## src/rtl/serial_adder_pkg.sv

```systemverilog
// Shared definitions for the bit-serial adder: FSM state encoding and default width.
// Optional signed-overflow output is controlled by SERIAL_ADDER_OVF_EN.
package serial_adder_pkg;

  localparam int DEFAULT_WIDTH = 8;

  localparam logic [1:0] IDLE  = 2'd0;
  localparam logic [1:0] SHIFT = 2'd1;
  localparam logic [1:0] DONE  = 2'd2;

  typedef enum logic [1:0] {
    ST_IDLE  = IDLE,
    ST_SHIFT = SHIFT,
    ST_DONE  = DONE
  } state_t;

endpackage

```

## src/rtl/serial_adder_if.sv

```systemverilog
// Operand/result handshake bundle for serial_adder.
// The ovf signal exists only when SERIAL_ADDER_OVF_EN is defined.
interface serial_adder_if #(
  parameter int WIDTH = serial_adder_pkg::DEFAULT_WIDTH
);

  logic             in_valid;
  logic             in_ready;
  logic [WIDTH-1:0] a_in;
  logic [WIDTH-1:0] b_in;
  logic             cin_in;
  logic             out_valid;
  logic             out_ready;
  logic [WIDTH-1:0] sum;
  logic             cout;
`ifdef SERIAL_ADDER_OVF_EN
  logic             ovf;

  modport master (
    output in_valid, a_in, b_in, cin_in, out_ready,
    input  in_ready, out_valid, sum, cout, ovf
  );

  modport slave (
    input  in_valid, a_in, b_in, cin_in, out_ready,
    output in_ready, out_valid, sum, cout, ovf
  );
`else
  modport master (
    output in_valid, a_in, b_in, cin_in, out_ready,
    input  in_ready, out_valid, sum, cout
  );

  modport slave (
    input  in_valid, a_in, b_in, cin_in, out_ready,
    output in_ready, out_valid, sum, cout
  );
`endif

endinterface

```

## src/rtl/serial_adder_fulladder.sv

```systemverilog
// Single-bit full adder cell, reused unchanged by the serial adder.
module fulladder (
  input  logic X1,
  input  logic X2,
  input  logic Cin,
  output logic S,
  output logic Cout
);

  assign S    = X1 ^ X2 ^ Cin;
  assign Cout = (X1 & X2) | (Cin & (X1 ^ X2));

endmodule

```

## src/rtl/serial_adder.sv

```systemverilog
// Bit-serial WIDTH-bit adder: one bit per clock, LSB first, through a single fulladder.
// Define SERIAL_ADDER_OVF_EN to add the signed-overflow output ovf.
module serial_adder
  import serial_adder_pkg::*;
#(
  parameter int WIDTH = DEFAULT_WIDTH
) (
  input  logic          clk,
  input  logic          rst_n,
  serial_adder_if.slave bus
);

  localparam int               CNT_W = $clog2(WIDTH);
  localparam logic [CNT_W-1:0] LAST  = CNT_W'(WIDTH - 1);

  state_t             r_state;
  state_t             w_next;
  logic               w_in_ready;
  logic               w_out_valid;

  logic [WIDTH-1:0]   r_a_sh;
  logic [WIDTH-1:0]   r_b_sh;
  logic [WIDTH-1:0]   r_sum_sh;
  logic [WIDTH-1:0]   r_sum;
  logic [CNT_W-1:0]   r_cnt;
  logic               r_carry;
  logic               r_cout;
  logic               w_s;
  logic               w_cout;
  logic               w_last;

  fulladder u_fa (
    .X1   (r_a_sh[0]),
    .X2   (r_b_sh[0]),
    .Cin  (r_carry),
    .S    (w_s),
    .Cout (w_cout)
  );

  assign w_last = (r_cnt == LAST);

  always_ff @(posedge clk or negedge rst_n) begin
    if (!rst_n) r_state <= ST_IDLE;
    else        r_state <= w_next;
  end

  always_comb begin
    w_next      = r_state;
    w_in_ready  = 1'b0;
    w_out_valid = 1'b0;
    case (r_state)
      ST_IDLE: begin
        w_in_ready = 1'b1;
        if (bus.in_valid) w_next = ST_SHIFT;
      end
      ST_SHIFT: begin
        if (w_last) w_next = ST_DONE;
      end
      ST_DONE: begin
        w_out_valid = 1'b1;
        if (bus.out_ready) w_next = ST_IDLE;
      end
      default: w_next = ST_IDLE;
    endcase
  end

  // Datapath: operands shift out LSB first, sum bits enter from the MSB end
  always_ff @(posedge clk or negedge rst_n) begin
    if (!rst_n) begin
      r_a_sh   <= '0;
      r_b_sh   <= '0;
      r_sum_sh <= '0;
      r_sum    <= '0;
      r_cnt    <= '0;
      r_carry  <= 1'b0;
      r_cout   <= 1'b0;
    end else begin
      case (r_state)
        ST_IDLE: begin
          if (bus.in_valid) begin
            r_a_sh   <= bus.a_in;
            r_b_sh   <= bus.b_in;
            r_carry  <= bus.cin_in;
            r_cnt    <= '0;
            r_sum_sh <= '0;
          end
        end
        ST_SHIFT: begin
          r_a_sh   <= {1'b0, r_a_sh[WIDTH-1:1]};
          r_b_sh   <= {1'b0, r_b_sh[WIDTH-1:1]};
          r_sum_sh <= {w_s, r_sum_sh[WIDTH-1:1]};
          r_carry  <= w_cout;
          r_cnt    <= r_cnt + 1'b1;
          if (w_last) begin
            r_sum  <= {w_s, r_sum_sh[WIDTH-1:1]};
            r_cout <= w_cout;
          end
        end
        default: ;
      endcase
    end
  end

`ifdef SERIAL_ADDER_OVF_EN
  logic r_ovf;

  // On the last bit r_carry is the carry into the MSB, w_cout the carry out of it
  always_ff @(posedge clk or negedge rst_n) begin
    if (!rst_n)                          r_ovf <= 1'b0;
    else if (r_state == ST_SHIFT && w_last) r_ovf <= r_carry ^ w_cout;
  end

  assign bus.ovf = r_ovf;
`endif

  assign bus.in_ready  = w_in_ready;
  assign bus.out_valid = w_out_valid;
  assign bus.sum       = r_sum;
  assign bus.cout      = r_cout;

endmodule

```

## src/flat_wrapper.sv

```systemverilog
// flat-port wrapper written by rule: the top's interface ports become plain ports
module serial_adder_flat import serial_adder_pkg::*;
#(
  parameter int WIDTH = DEFAULT_WIDTH
)
  (clk, rst_n, bus_in_valid, bus_a_in, bus_b_in, bus_cin_in, bus_out_ready, bus_in_ready, bus_out_valid, bus_sum, bus_cout);
  serial_adder_if #(.WIDTH(WIDTH)) bus_i ();
  input  logic clk;
  input  logic rst_n;
  input wire logic [$bits(bus_i.in_valid)-1:0] bus_in_valid;
  input wire logic [$bits(bus_i.a_in)-1:0] bus_a_in;
  input wire logic [$bits(bus_i.b_in)-1:0] bus_b_in;
  input wire logic [$bits(bus_i.cin_in)-1:0] bus_cin_in;
  input wire logic [$bits(bus_i.out_ready)-1:0] bus_out_ready;
  output wire logic [$bits(bus_i.in_ready)-1:0] bus_in_ready;
  output wire logic [$bits(bus_i.out_valid)-1:0] bus_out_valid;
  output wire logic [$bits(bus_i.sum)-1:0] bus_sum;
  output wire logic [$bits(bus_i.cout)-1:0] bus_cout;
  assign bus_i.in_valid = bus_in_valid;
  assign bus_i.a_in = bus_a_in;
  assign bus_i.b_in = bus_b_in;
  assign bus_i.cin_in = bus_cin_in;
  assign bus_i.out_ready = bus_out_ready;
  assign bus_in_ready = bus_i.in_ready;
  assign bus_out_valid = bus_i.out_valid;
  assign bus_sum = bus_i.sum;
  assign bus_cout = bus_i.cout;
  serial_adder #(.WIDTH(WIDTH)) u_core (.clk(clk), .rst_n(rst_n), .bus(bus_i));
endmodule
```

## config.mk

```make
export PLATFORM = sky130hd
export DESIGN_NAME = serial_adder_flat
export DESIGN_NICKNAME = d
export VERILOG_FILES = /design/src/rtl/serial_adder_pkg.sv /design/src/rtl/serial_adder_if.sv /design/src/rtl/serial_adder_fulladder.sv /design/src/rtl/serial_adder.sv /design/src/flat_wrapper.sv
export SDC_FILE = /design/constraint.sdc
export NUM_CORES = 1
export LEC_CHECK = 0
export ABC_AREA = 1
export CAP_MARGIN = 40
export CORE_MARGIN = 2
export CORE_UTILIZATION = 30
export CTS_CLUSTER_SIZE = 28
export DETAILED_ROUTE_END_ITERATION = 8
export GPL_TIMING_DRIVEN = 0
export HOLD_SLACK_MARGIN = 0.02
export PLACE_DENSITY = 0.59
export SYNTH_ARGS = -nofsm -noshare
export SYNTH_HDL_FRONTEND = slang
export SYNTH_HIERARCHICAL = 1
export SYNTH_SLANG_ARGS = --single-unit
```

## constraint.sdc

```tcl
create_clock -name clk -period 1.3 [get_ports clk]
set_clock_uncertainty 0.05 [all_clocks]
set_input_delay 0.26 -clock clk [delete_from_list [all_inputs] [get_ports clk]]
set_output_delay 0.26 -clock clk [all_outputs]
set_load 0.02 [all_outputs]
```

==> results of run 1 <==
[final cells by class]
type | count | area (µm²)
multi-input combinational | 132 | 706
clock inverter | 2 | 10.0
sequential | 38 | 952
fill | 565 | 3100
timing repair buffer | 43 | 402
inverter | 40 | 158
tap | 72 | 90.1
clock buffer | 5 | 68.8
buffer | 8 | 90.1
[worst max-delay path by stage]
stage	to	slack, ns
after CTS	bus_out_valid	-0.18
final	bus_out_valid	-0.17
after global placement	u_core/r_b_sh[2]$_DFFE_PN0P_	-1.03
after detailed placement	bus_out_valid	-0.54
after global routing	bus_out_valid	-0.22
after floorplan	u_core/r_state[1]$_DFFE_PN0P_	-0.01
[what timing repair did]
item,in CTS,in global routing
hold buffers,1,0
cloned,0,1
setup endpoints to repair,42,47
pin swaps,4,5
resized for setup,42,42
setup buffers,7,2
hold endpoints to repair,14,0
[per-layer routing]
metal | track usage (%) | vias to the layer above | share of wire [%]
li1 | - | 747 | -
met1 | 17.6 | 666 | 48
met2 | 21.6 | 30 | 47
met3 | 3.15 | 4 | 4.6
met4 | 5.08 | 0 | 0.69
met5 | 0 | - | 0
[power groups by stage]
| stage | registers (W) | logic (W) | clock network [W] |
|---|---|---|---|
| floorplan | 0.00208 | 0.00133 | 0 |
| global placement | 0.00198 | 0.00208 | 0 |
| detailed placement | 0.00200 | 0.00213 | 0 |
| CTS | 0.00198 | 0.00233 | 0.000792 |
| global route | 0.00208 | 0.00295 | 0.000851 |
| finish | 0.00202 | 0.00259 | 0.000772 |
[stage by stage]
stage | hold slack [ns] | utilization [%]
5_1_grt | 0.396 | 44.4
3_5_place_dp | 0.152 | 38.8
4_1_cts | 0.391 | 42.5
2_1_floorplan | -0.0856 | -
3_3_place_gp | 0.413 | 38.6
6_report | 0.379 | 44.4
[logic make-up (layout without fill, tap and decap cells)]
logic type                 after synthesis  in the layout  synth area share, %
AOI/OAI and AO/OA                       20             20                 5.88
adders and majority gates                3              3                 2.58
buffers and inverters                   48             98                 11.4
DFF                                     38             38                 54.5
and+or+nand+nor                        109            109                 25.6
[flip-flops by register name (all words and copies together), names as in the netlist]
name             count
u_core/r_carry       1
u_core/r_a_sh        8
u_core/bus.cout      1
u_core/r_b_sh        8
u_core/r_cnt         3
u_core/r_sum_sh      7
u_core/r_state       2
u_core/bus.sum       8
[Yosys cell counts]
cell     count
nand2_4      1
nand3_1     18
o21ai_0      5
nand2_2      2
fa_1         1
inv_1       37
nand2_1     84
buf_2        7
nor2_2       1
o31ai_1      1
inv_4        1
a21oi_1      2
o21ai_1     12
nor2_1       3
ha_1         2
dfrtp_1     38
inv_2        2
buf_6        1
==> results.txt, run 1 <==
Worst-path clk slew: 0.08 ns
Top cells by area, synth: dfrtp_1 55%, nand2_1 18%, inv_1 8.0%
Status: finished, violations left
Most frequent cells in the layout: 76 x nand2_1, 37 x dfrtp_1, 36 x inv_1
Drt via density: 4.26
Non-filler cells, final: 340
Ant. Diodes: 0
Antenna violations before repair: 0
Core Rows: 27
Setup crit start: u_core/r_state[0]$_DFFE_PN0P_
Comb power frac: 48.1%
Worst setup margin: -0.171 ns
Syn nets: 242
Fin. Hold Viols: 0
Critical-path top delay cell: dfrtp_1
Final Max Tran Viols: 0
Worst path top cell family by delay: flip-flops
TritonCTS Buffers: 5
Reg-to-Reg Start: u_core/r_state[1]$_DFFE_PN0P_
Most frequent CP cell: buf_6
Mapped cell area: 1740 µm²
Synth top area share: 54.5%
Crit Path Max Fanout: 5
Starting Density: 31.3%
Synth-to-Final Area Change: 42.0%
Setup TNS: -0.260 ns
Share of cells above drive strength 1: 23.9%
Reg2Reg Setup Slack: -0.01 ns
Leakage power: 1.29 nW
PortBufs: 31
Post-synthesis sequential area ratio: 54.5%
Top Ports: 32
Most common cell after layout, fill and taps aside: nand2_1
Max-capacitance violation count: 0
Number of global-route vias before repair: 1,478
Clock latency on the worst-skew pair: 0.29 ns
Seq pwr share: 37.6%
Clock sink total: 38
Maximum clock path buffer count: 2
CTS root buf: clkbuf_8
Int Power: 0.00320 W
DRT Pass-1 Iters: 4
Core area: 5570 µm²
Critical Path Max Stage Delay: 0.39 ns
CTS tree: built
Placed Cells: 322
Pre-CTS WS: -0.538 ns
Antenna-violating nets left: 0
Design area: 2480 µm²
DP Area: 2160 µm²
Routed WL per cell: 11.6 µm
Largest net degree at the start of global routing: 25
Routability Congestion: 0.770
Worst slew margin: 75.3%
Die Y: 80.3 µm
Critical Path AT: 1.16 ns
Overflow after GRT: 0
Number of distinct library cells after synthesis: 18
Pwr dens: 2170 nW/µm²
Worst path depth: 4
Synth Area per Inst: 8.00 µm²
Switching share of power: 40.5%
Final WL: 3940 µm
Startpoint Class: flop
Synth Warn #: 6
Leading area contributor after synthesis: dfrtp_1
DRC Markers: 0
Max rail drop VDD: 0.831 mV
Worst-path cell chain: buf_6 -> buf_8 -> nor2_4 -> buf_6
Failing checks: setup timing
Critical Path RT: 0.99 ns
Worst setup EP type: output port
Total track usage: 13.5%
Hold Crit Class: input pin to asynchronous set/reset pin
Synth Register Bits: 38
R2R depth: 6
RSZ-0062 raised after global routing: true
Buf/Inv on CP: 3
Nets: 292
Cells after Synth: 218
Sw Pwr: 0.00218 W
DIE WIDTH: 80.3 µm
Tcrit/Tclk final: 113%
Max frequency: 0.680 GHz
DIE AREA: 6440 µm²
Least-Margin Pin Slew: 0.370 ns
Final setup fails: 5
Overall power: 0.00538 W
First-pass GRT wire length: 6590 µm
Fin crit period: 1.47 ns
DP Wirelength: 2500 µm
1st-iter DRT viols: 73
Clk pwr share: 14.4%
Crit Path Class: flop to output port
H-tree depth: 2
Routed vias: 1,447
Reg-to-Reg End: u_core/bus.sum[6]$_DFFE_PN0P_
Note: power is estimated with default switching activity, not from simulation.
==> run 2: changes to the inputs <==
--- a/config.mk
+++ b/config.mk
@@ -6,7 +6,6 @@
 export NUM_CORES = 1
 export LEC_CHECK = 0
 export ABC_AREA = 1
-export CAP_MARGIN = 40
 export CORE_MARGIN = 2
 export CORE_UTILIZATION = 30
 export CTS_CLUSTER_SIZE = 28
==> run 2 against run 1 <==
Compared with the run above: the flow still finishes with violations (setup timing); cell count decreased by 0.29%; sequential cell count unchanged; clock-buffer cell count increased by 2; largest power group unchanged.
==> results.txt, run 2 (synthesized netlist as in run 1, its figures left out) <==
Nets: 290
1st-iter DRT viols: 72
Most common cell after layout, fill and taps aside: nand2_1
H-tree depth: 2
Overflow after GRT: 0
Final setup fails: 35
Critical Path AT: 1.14 ns
Tcrit/Tclk final: 112%
Clock latency on the worst-skew pair: 0.29 ns
Critical Path RT: 0.99 ns
R2R depth: 7
Share of cells above drive strength 1: 18.0%
Antenna violations before repair: 0
Drt via density: 4.27
Total track usage: 12.7%
Most frequent cells in the layout: 84 x nand2_1, 37 x inv_1, 37 x dfrtp_1
Startpoint Class: flop
Least-Margin Pin Slew: 0.840 ns
Reg-to-Reg Start: u_core/r_state[0]$_DFFE_PN0P_
Starting Density: 31.3%
Pre-CTS WS: -0.548 ns
Largest net degree at the start of global routing: 39
Final WL: 3640 µm
Number of global-route vias before repair: 1,418
Fin crit period: 1.45 ns
Leakage power: 1.26 nW
Crit Path Class: flop to output port
PortBufs: 31
CTS root buf: clkbuf_8
Reg2Reg Setup Slack: -0.07 ns
DIE WIDTH: 80.3 µm
Worst setup margin: -0.150 ns
Die Y: 80.3 µm
DRT Pass-1 Iters: 4
Synth-to-Final Area Change: 36.6%
First-pass GRT wire length: 6220 µm
Placed Cells: 321
Max-capacitance violation count: 0
Final Core Density: 42.7%
CTS tree: built
Antenna-violating nets left: 0
Routability Congestion: 0.770
Ant. Diodes: 0
RSZ-0062 raised after global routing: true
Clock sink total: 38
Status: finished, violations left
Fillcell total: 582
Worst setup EP type: output port
Maximum clock path buffer count: 2
Hold Crit Class: input pin to asynchronous set/reset pin
Max rail drop VDD: 0.818 mV
Worst slew margin: 44.0%
Fin. Hold Viols: 0
Routed WL per cell: 10.7 µm
Reg-to-Reg End: u_core/r_b_sh[5]$_DFFE_PN0P_
Routed vias: 1,448
Core area: 5570 µm²
TritonCTS Buffers: 5
Worst-path clk slew: 0.07 ns
Top Ports: 32
DRC Markers: 0
Setup crit start: u_core/r_state[0]$_DFFE_PN0P_
DIE AREA: 6440 µm²
Failing checks: setup timing
Pwr dens: 2180 nW/µm²
Core Rows: 27
Crit path capture: bus_out_valid
Multi-input logic area: 643 µm²
Crit Path Max Fanout: 4
Max frequency: 0.690 GHz
Non-filler cells, final: 339
DP Wirelength: 2420 µm
Final Max Tran Viols: 0
Reg area: 952 µm²
-- run 2: changes by cell type in the layout (fill, tap and decap cells not counted), moves of 2 or more --
cell     change
nand2_1      +8
nand2_2      -6
o21ai_1      +5
o21ai_2      -5
buf_4        +2
-- run 2: report_power, final --
part	internal (W)	switching, W	leakage, nW
Sequential	0.00170	0.000292	0.478
Combinational	0.00103	0.00133	0.738
Clock	0.000428	0.000410	0.0482
Total	0.00316	0.00203	1.26
-- run 2: worst min path at each step --
stage                                             from                           end  slack (ns)  depth (start not counted)
after global placement    u_core/r_a_sh[4]$_DFFE_PN0P_  u_core/r_a_sh[4]$_DFFE_PN0P_        0.41                          2
after global routing                             rst_n  u_core/r_a_sh[1]$_DFFE_PN0P_        0.08                          1
after detailed placement                         rst_n  u_core/r_a_sh[1]$_DFFE_PN0P_        0.39                          1
after CTS                                        rst_n  u_core/r_a_sh[2]$_DFFE_PN0P_        0.06                          1
final                                            rst_n  u_core/r_a_sh[1]$_DFFE_PN0P_        0.02                          1
after floorplan                                  rst_n   u_core/bus.cout$_DFFE_PN0P_       -0.09                          0
-- run 2: repair_timing --
item	4_1_cts	5_1_grt
resized for setup	44	22
pin swaps	3	1
setup endpoints to repair	41	47
setup buffers	8	2
endpoints found under the hold margin	0	0
hold buffers	0	0
-- run 2: area by class of cell --
class	instances	area share (%)
Sequential cell	38	40.0
Multi-Input combinational cell	132	27.0
Timing Repair Buffer	41	14.9
Inverter	40	6.72
Buffer	8	3.78
Tap cell	72	3.78
Clock buffer	7	3.62
Clock inverter	1	0.210
-- run 2: layer usage --
metal	up-vias	share of wire [%]	wire (µm)	global-route usage [%]
met4	0	1.2	42	5.08
li1	746	-	-	-
met1	669	50	1810	15.9
met5	-	0	0	0
met2	27	45	1630	21.0
met3	6	4.5	164	3.03
-- run 2: worst max-delay path, cell delays in order, from the launching register on --
cell     delay, ns
dfrtp_1       0.40
buf_6         0.14
buf_8         0.11
nor2_4        0.08
buf_6         0.12
-- run 2: stage by stage --
stage	TNS, ns	total power, W	hold WS (ns)	cell area (µm²)
detailed placement	-8.16	0.00412	0.388	2140
global placement	-46.78	0.00406	0.413	2150
CTS	-0.576	0.00516	0.0648	2360
floorplan	-0.00982	0.00341	-0.0856	1750
global route	-3.67	0.00567	0.0811	2380
finish	-1.28	0.00519	0.0187	2380
